[config.mk]
export PLATFORM = sky130hd
export DESIGN_NAME = input_buffer_ctrl
export DESIGN_NICKNAME = d
export VERILOG_FILES = /design/src/rtl/ibuf_pkg.sv /design/src/rtl/ibuf_rd_addr_gen.sv /design/src/rtl/input_buffer_ctrl.sv
export SDC_FILE = /design/constraint.sdc
export NUM_CORES = 1
export LEC_CHECK = 0
export ABC_CLOCK_PERIOD_IN_PS = 5700
export CAP_MARGIN = 30
export CELL_PAD_IN_SITES_DETAIL_PLACEMENT = 1
export CELL_PAD_IN_SITES_GLOBAL_PLACEMENT = 2
export CORE_MARGIN = 4
export CORE_UTILIZATION = 40
export DETAILED_ROUTE_END_ITERATION = 10
export DONT_BUFFER_PORTS = 1
export PLACE_DENSITY = 0.85
export REMOVE_ABC_BUFFERS = 1
export SKIP_LAST_GASP = 1
export SYNTH_ARGS = -nofsm -noshare
export SYNTH_HDL_FRONTEND = slang
export SYNTH_SLANG_ARGS = --single-unit
[constraint.sdc]
create_clock -name clk -period 5.7 [get_ports clk]
set_clock_uncertainty 0.2 [all_clocks]
set_input_delay 1.425 -clock clk [delete_from_list [all_inputs] [get_ports clk]]
set_output_delay 1.425 -clock clk [all_outputs]
set_load 0.005 [all_outputs]
[src/rtl/ibuf_pkg.sv]
// Shared types and defaults for the input buffer sequencer.
// DATA_WIDTH/ADDR_WIDTH are the project-wide RAM dimensions.
package ibuf_pkg;

  localparam int DATA_WIDTH = 32;
  localparam int ADDR_WIDTH = 10;
  localparam int REP_WIDTH  = 4;

  typedef enum logic [1:0] {
    IDLE      = 2'd0,
    WAIT_FILL = 2'd1,
    STREAM    = 2'd2,
    RELEASE   = 2'd3
  } ibuf_state_e;

  // Level and tile length must represent 0..DEPTH inclusive.
  function automatic int lvl_w(input int addr_w);
    return addr_w + 1;
  endfunction

endpackage

[src/rtl/ibuf_rd_addr_gen.sv]
// Read-side counters for tile replay: base/idx/pass tracking, read issue,
// last-word detection and the one-cycle aligned m_valid/m_last flags.
module ibuf_rd_addr_gen
  import ibuf_pkg::*;
#(
  parameter  int ADDR_W = ADDR_WIDTH,
  parameter  int REP_W  = REP_WIDTH,
  localparam int LW     = lvl_w(ADDR_W)
) (
  input  logic              clk,
  input  logic              rst_n,
  input  logic              clear_i,
  input  logic              stream_i,
  input  logic              m_ready_i,
  input  logic              release_i,
  input  logic [LW-1:0]     len_i,
  input  logic [REP_W-1:0]  rep_i,
  output logic              rd_en_o,
  output logic [ADDR_W-1:0] rd_addr_o,
  output logic              last_issue_o,
  output logic              m_valid_o,
  output logic              m_last_o
);

  logic [ADDR_W-1:0] base_q, base_d;
  logic [LW-1:0]     idx_q, idx_d;
  logic [REP_W-1:0]  pass_q, pass_d;
  logic              m_valid_q, m_last_q;
  logic              idx_wrap;

  always_comb begin
    rd_en_o      = stream_i & m_ready_i;
    rd_addr_o    = base_q + idx_q[ADDR_W-1:0];
    idx_wrap     = (idx_q == len_i - LW'(1));
    last_issue_o = rd_en_o & idx_wrap & (pass_q == rep_i - REP_W'(1));

    idx_d  = idx_q;
    pass_d = pass_q;
    base_d = base_q;
    if (clear_i) begin
      idx_d  = '0;
      pass_d = '0;
    end else if (rd_en_o) begin
      if (idx_wrap) begin
        idx_d  = '0;
        pass_d = pass_q + 1'b1;
      end else begin
        idx_d = idx_q + 1'b1;
      end
    end
    // A full-depth tile advances base by DEPTH, i.e. leaves it unchanged.
    if (release_i) begin
      base_d = base_q + len_i[ADDR_W-1:0];
    end
  end

  always_ff @(posedge clk or negedge rst_n) begin
    if (!rst_n) begin
      base_q    <= '0;
      idx_q     <= '0;
      pass_q    <= '0;
      m_valid_q <= 1'b0;
      m_last_q  <= 1'b0;
    end else begin
      base_q    <= base_d;
      idx_q     <= idx_d;
      pass_q    <= pass_d;
      m_valid_q <= rd_en_o;
      m_last_q  <= last_issue_o;
    end
  end

  assign m_valid_o = m_valid_q;
  assign m_last_o  = m_last_q;

endmodule

[src/rtl/input_buffer_ctrl.sv]
// Input buffer sequencer: host words fill the RAM as a circular queue, and each
// requested tile is replayed repeat_cnt times to the PE array before being freed.
module input_buffer_ctrl
  import ibuf_pkg::*;
#(
  parameter  int DATA_W = DATA_WIDTH,
  parameter  int ADDR_W = ADDR_WIDTH,
  parameter  int REP_W  = REP_WIDTH,
  localparam int LW     = lvl_w(ADDR_W)
) (
  input  logic              clk,
  input  logic              rst_n,
  input  logic              s_valid,
  output logic              s_ready,
  input  logic [DATA_W-1:0] s_data,
  input  logic              start,
  input  logic [LW-1:0]     tile_len,
  input  logic [REP_W-1:0]  repeat_cnt,
  output logic              busy,
  output logic              done,
  output logic              err,
  input  logic              m_ready,
  output logic              m_valid,
  output logic [DATA_W-1:0] m_data,
  output logic              m_last,
  output logic [LW-1:0]     level,
  output logic              buf_wr_en,
  output logic [ADDR_W-1:0] buf_wr_addr,
  output logic [DATA_W-1:0] buf_wr_data,
  output logic              buf_rd_en,
  output logic [ADDR_W-1:0] buf_rd_addr,
  input  logic [DATA_W-1:0] buf_rd_data
);

  localparam logic [LW-1:0] DEPTH_L = {1'b1, {ADDR_W{1'b0}}};

  ibuf_state_e       state_q, state_d;
  logic [ADDR_W-1:0] wr_ptr_q, wr_ptr_d;
  logic [LW-1:0]     level_q, level_d;
  logic [LW-1:0]     len_q, len_d;
  logic [REP_W-1:0]  rep_q, rep_d;
  logic              err_q, err_d;
  logic              load;
  logic              accept;
  logic              rel;
  logic              last_issue;

  // Write side runs regardless of the FSM; only free slots are ever written.
  always_comb begin
    s_ready  = (level_q < DEPTH_L);
    accept   = s_valid & s_ready;
    rel      = (state_q == RELEASE);
    wr_ptr_d = accept ? wr_ptr_q + 1'b1 : wr_ptr_q;
    level_d  = level_q + LW'(accept) - (rel ? len_q : '0);
  end

  // A zero-length tile goes straight to RELEASE so done still pulses once.
  always_comb begin
    state_d = state_q;
    load    = 1'b0;
    err_d   = 1'b0;
    len_d   = len_q;
    rep_d   = rep_q;
    case (state_q)
      IDLE: begin
        if (start) begin
          if (tile_len > DEPTH_L) begin
            err_d = 1'b1;
          end else begin
            load    = 1'b1;
            len_d   = tile_len;
            rep_d   = (repeat_cnt == '0) ? REP_W'(1) : repeat_cnt;
            state_d = (tile_len == '0) ? RELEASE : WAIT_FILL;
          end
        end
      end
      WAIT_FILL: begin
        if (level_q >= len_q) state_d = STREAM;
      end
      STREAM: begin
        if (last_issue) state_d = RELEASE;
      end
      RELEASE: begin
        state_d = IDLE;
      end
      default: begin
        state_d = IDLE;
      end
    endcase
  end

  always_ff @(posedge clk or negedge rst_n) begin
    if (!rst_n) begin
      state_q  <= IDLE;
      wr_ptr_q <= '0;
      level_q  <= '0;
      len_q    <= '0;
      rep_q    <= '0;
      err_q    <= 1'b0;
    end else begin
      state_q  <= state_d;
      wr_ptr_q <= wr_ptr_d;
      level_q  <= level_d;
      len_q    <= len_d;
      rep_q    <= rep_d;
      err_q    <= err_d;
    end
  end

  ibuf_rd_addr_gen #(
    .ADDR_W (ADDR_W),
    .REP_W  (REP_W)
  ) u_rd_addr_gen (
    .clk          (clk),
    .rst_n        (rst_n),
    .clear_i      (load),
    .stream_i     (state_q == STREAM),
    .m_ready_i    (m_ready),
    .release_i    (rel),
    .len_i        (len_q),
    .rep_i        (rep_q),
    .rd_en_o      (buf_rd_en),
    .rd_addr_o    (buf_rd_addr),
    .last_issue_o (last_issue),
    .m_valid_o    (m_valid),
    .m_last_o     (m_last)
  );

  assign busy        = (state_q != IDLE);
  assign done        = rel;
  assign err         = err_q;
  assign level       = level_q;
  assign m_data      = buf_rd_data;
  assign buf_wr_en   = accept;
  assign buf_wr_addr = wr_ptr_q;
  assign buf_wr_data = s_data;

endmodule

==> impl_metrics.tcl <==
set metrics [dict create \
    cts_tree "built" \
    slew_headroom_pct 43.29 \
    area_growth_pct -0.6614 \
    cts.reportedPaths.clkPinSlew_ns 0.06 \
    worstPathMaxFanout 7 \
    drtIter0Drc 178 \
    hold_buffers 0 \
    synth-edff-count 0 \
    first_global_vias 4319 \
    reg2reg_depth 14 \
    status "completed" \
    crit_slowest_cell "a2111oi_0" \
    drive_above_1_share_pct 7.317 \
    crit_chain "ha_1 > a21o_1 > a21oi_1 > o21bai_1 > a2111oi_0 > o31ai_1 > a21oi_1 > xnor2_1" \
    swShare_pct 46.17 \
    clock_sinks 66 \
    synth_seq_cells 66 \
    postSynthCellCount 593 \
    p_leak_nw 2.285 \
    synth_area_um2 5296 \
    p_sw_w 0.001761 \
    slowest_delay_ns 0.63 \
    min_period_ns 4.447 \
    routed_wirelength_mm 16.84 \
    m1WireLength_mm 6.982 \
    cp-end-kind "output pin" \
    vias_per_cell 5.736 \
    cts-resized-gates 0 \
    clock_path_buffers 2 \
    worstPathArrival_ns 2.82 \
    initial_core_util_pct 41.46 \
    drtPass1Iterations 4 \
    die_area_um2 15150 \
    clk_latency_ns 0.34 \
    dr_wl_met3_mm 2.503 \
    fp-row-count 41 \
    dr_total_vias 4044 \
    critPathKind "flop to output pin" \
    synth_top_cell_area_share_pct 31.18 \
    dp_hpwl_mm 13.42 \
    drv_slew 0 \
    die_w_um 123.1 \
    die_h_um 123.1 \
    clkPwrFrac_pct 13.6 \
    synth_cell_types 57 \
    fin_tns_setup_ns 0 \
    antenna_cells 0 \
    hold_path.class "flop to flop" \
    synth_top_area_cell "dfrtp_1" \
    io_buffers 0 \
    cts_max_level 3 \
    hold_depth 1 \
    setup_viol 0 \
    wire_per_inst_um 23.89 \
    cts_buffers 9 \
    required_ns 4.07 \
    vdd.ir_drop.worst_mv 0.2432 \
    p_int_w 0.002053 \
    fin_crit_sh_pct 78.02 \
    routed-wl-met2_mm 6.952 \
    seq_area_frac_synth_pct 31.18 \
    cts-root-buf "clkbuf_16" \
    p_total_w 0.003813 \
    io_pins 187 \
    place.gp.congestion 0.8135 \
    synth-async-reset-ratio_pct 100.0 \
    crit_path_start_kind "flop" \
    syn_avg_cell_area_um2 8.931 \
    globalRouteTotalUtil_pct 23.34 \
    antenna_found_initial 1 \
    pwr-share-comb_pct 60.0 \
    synth_flop_cell "dfrtp_1" \
    finalHoldViolations 0 \
    ant_nets 0 \
    cpMostUsedCell "a21oi_1" \
    final_common_cell "dfrtp_1" \
    fin_nets 675 \
    final_cell_mix "dfrtp_1, ha_1, nand2_1" \
    sequentialPowerShare_pct 26.3 \
    grt_max_degree 67 \
    rsz0062_at_grt "false" \
    yosys_warnings 0 \
    tightestPinTransition_ns 0.8429 \
    grt_pass1_wl_mm 25.99 \
    max_freq_mhz 224.9 \
    core_region_area_um2 12770 \
    netlist_top_cells_area "dfrtp_1, ha_1, buf_4" \
    maxCapViolations 0 \
    top_layer_used "met5" \
    drc 0 \
    overflow 0 \
    cellPowerDensity_nw_per_um2 724.8 \
    post-cts-setup-buffers 0 \
]
==> sequential cells by signal, indices dropped and copies added, names as in the netlist <==
| name | flops |
|---|---|
| len_q | 11 |
| level | 11 |
| u_rd_addr_gen.idx_q | 11 |
| buf_wr_addr | 10 |
| u_rd_addr_gen.base_q | 10 |
| rep_q | 4 |
| u_rd_addr_gen.pass_q | 4 |
| state_q | 2 |
| err | 1 |
| u_rd_addr_gen.m_last_o | 1 |
| u_rd_addr_gen.m_valid_o | 1 |
==> area by class of cell <==
type | instances | area (um2)
fill | 1506 | 7512
clock buffer | 13 | 260.3
inverter | 52 | 195.2
multi-input combinational | 398 | 2912
sequential | 66 | 1652
clock inverter | 2 | 12.51
timing repair buffer | 2 | 15.01
tap | 172 | 215.2
==> worst max-delay path, delay by kind of cell, from the launching register on <==
kind | cells | cell delay [ns]
compound gates | 6 | 1.51
fa+ha+maj | 1 | 0.34
flops | 1 | 0.48
xor+xnor | 1 | 0.16
==> synth_stat cells, drive strengths merged, types with 4 or more instances <==
cell type  number
nand4           8
nor3           17
clkbuf         10
a21oi          20
a21o            7
dfrtp          66
a31oi          12
a211oi          8
nor2           19
o21bai          4
o22ai          10
nand3          17
xor2           11
inv            52
nand2          56
and3            5
or3             6
o21ai          31
or2             4
xnor2          43
nor2b           7
buf            67
mux2            8
nor4            7
ha             59
==> worst paths after layout <==
| path | start | endpoint | slack, ns |
|---|---|---|---|
| max | u_rd_addr_gen.idx_q[1] | buf_rd_addr[9] | 1.25 |
| min | u_rd_addr_gen.base_q[9] | u_rd_addr_gen.base_q[9] | 0.29 |
| max reg2reg | level[10] | level[10] | 1.91 |
| min reg2reg | u_rd_addr_gen.base_q[9] | u_rd_addr_gen.base_q[9] | 0.29 |
| max in group asynchronous | rst_n | u_rd_addr_gen.base_q[8] | 4.62 |
| min in group asynchronous | rst_n | u_rd_addr_gen.idx_q[5] | 0.58 |
==> routing by layer <==
metal / GRT usage, % / vias to the layer above
met3: 17.38 / 21
met5: 13.19 / -
li1: - / 1872
met1: 27.84 / 1964
met2: 32.76 / 177
met4: 4.429 / 10
==> cell families after synthesis <==
kind of cell    synth area share [%]
compound gates                 13.73
fa+ha+maj                      15.07
mux                            2.079
simple gates                   15.10
buf+inv                        13.91
xor+xnor                       8.930
flops                          31.18
==> power by group through the flow <==
stage	Combinational [W]	Sequential (W)	Clock [W]
detailed placement	0.00230	0.00102	0
global placement	0.00219	0.00101	0
global route	0.00262	0.00104	0.000557
finish	0.00229	0.00100	0.000520
floorplan	0.00184	0.000887	0
CTS	0.00232	0.00101	0.000534
==> metrics by stage <==
| step | cells | util (%) | worst slack, ns | hold slack (ns) | area [um2] |
|---|---|---|---|---|---|
| after floorplan | 516 | - | 1.575 | 0.2641 | 4755 |
| after global placement | 690 | 39.05 | 1.175 | 0.2794 | 4989 |
| after detailed placement | 690 | 39.05 | 1.041 | 0.2846 | 4989 |
| after CTS | 705 | 41.19 | 1.240 | 0.2924 | 5261 |
| after global routing | 705 | 41.19 | 0.9229 | 0.3284 | 5261 |
| final | 705 | 41.19 | 1.253 | 0.2859 | 5261 |
Note: power is estimated with default switching activity, not from simulation.
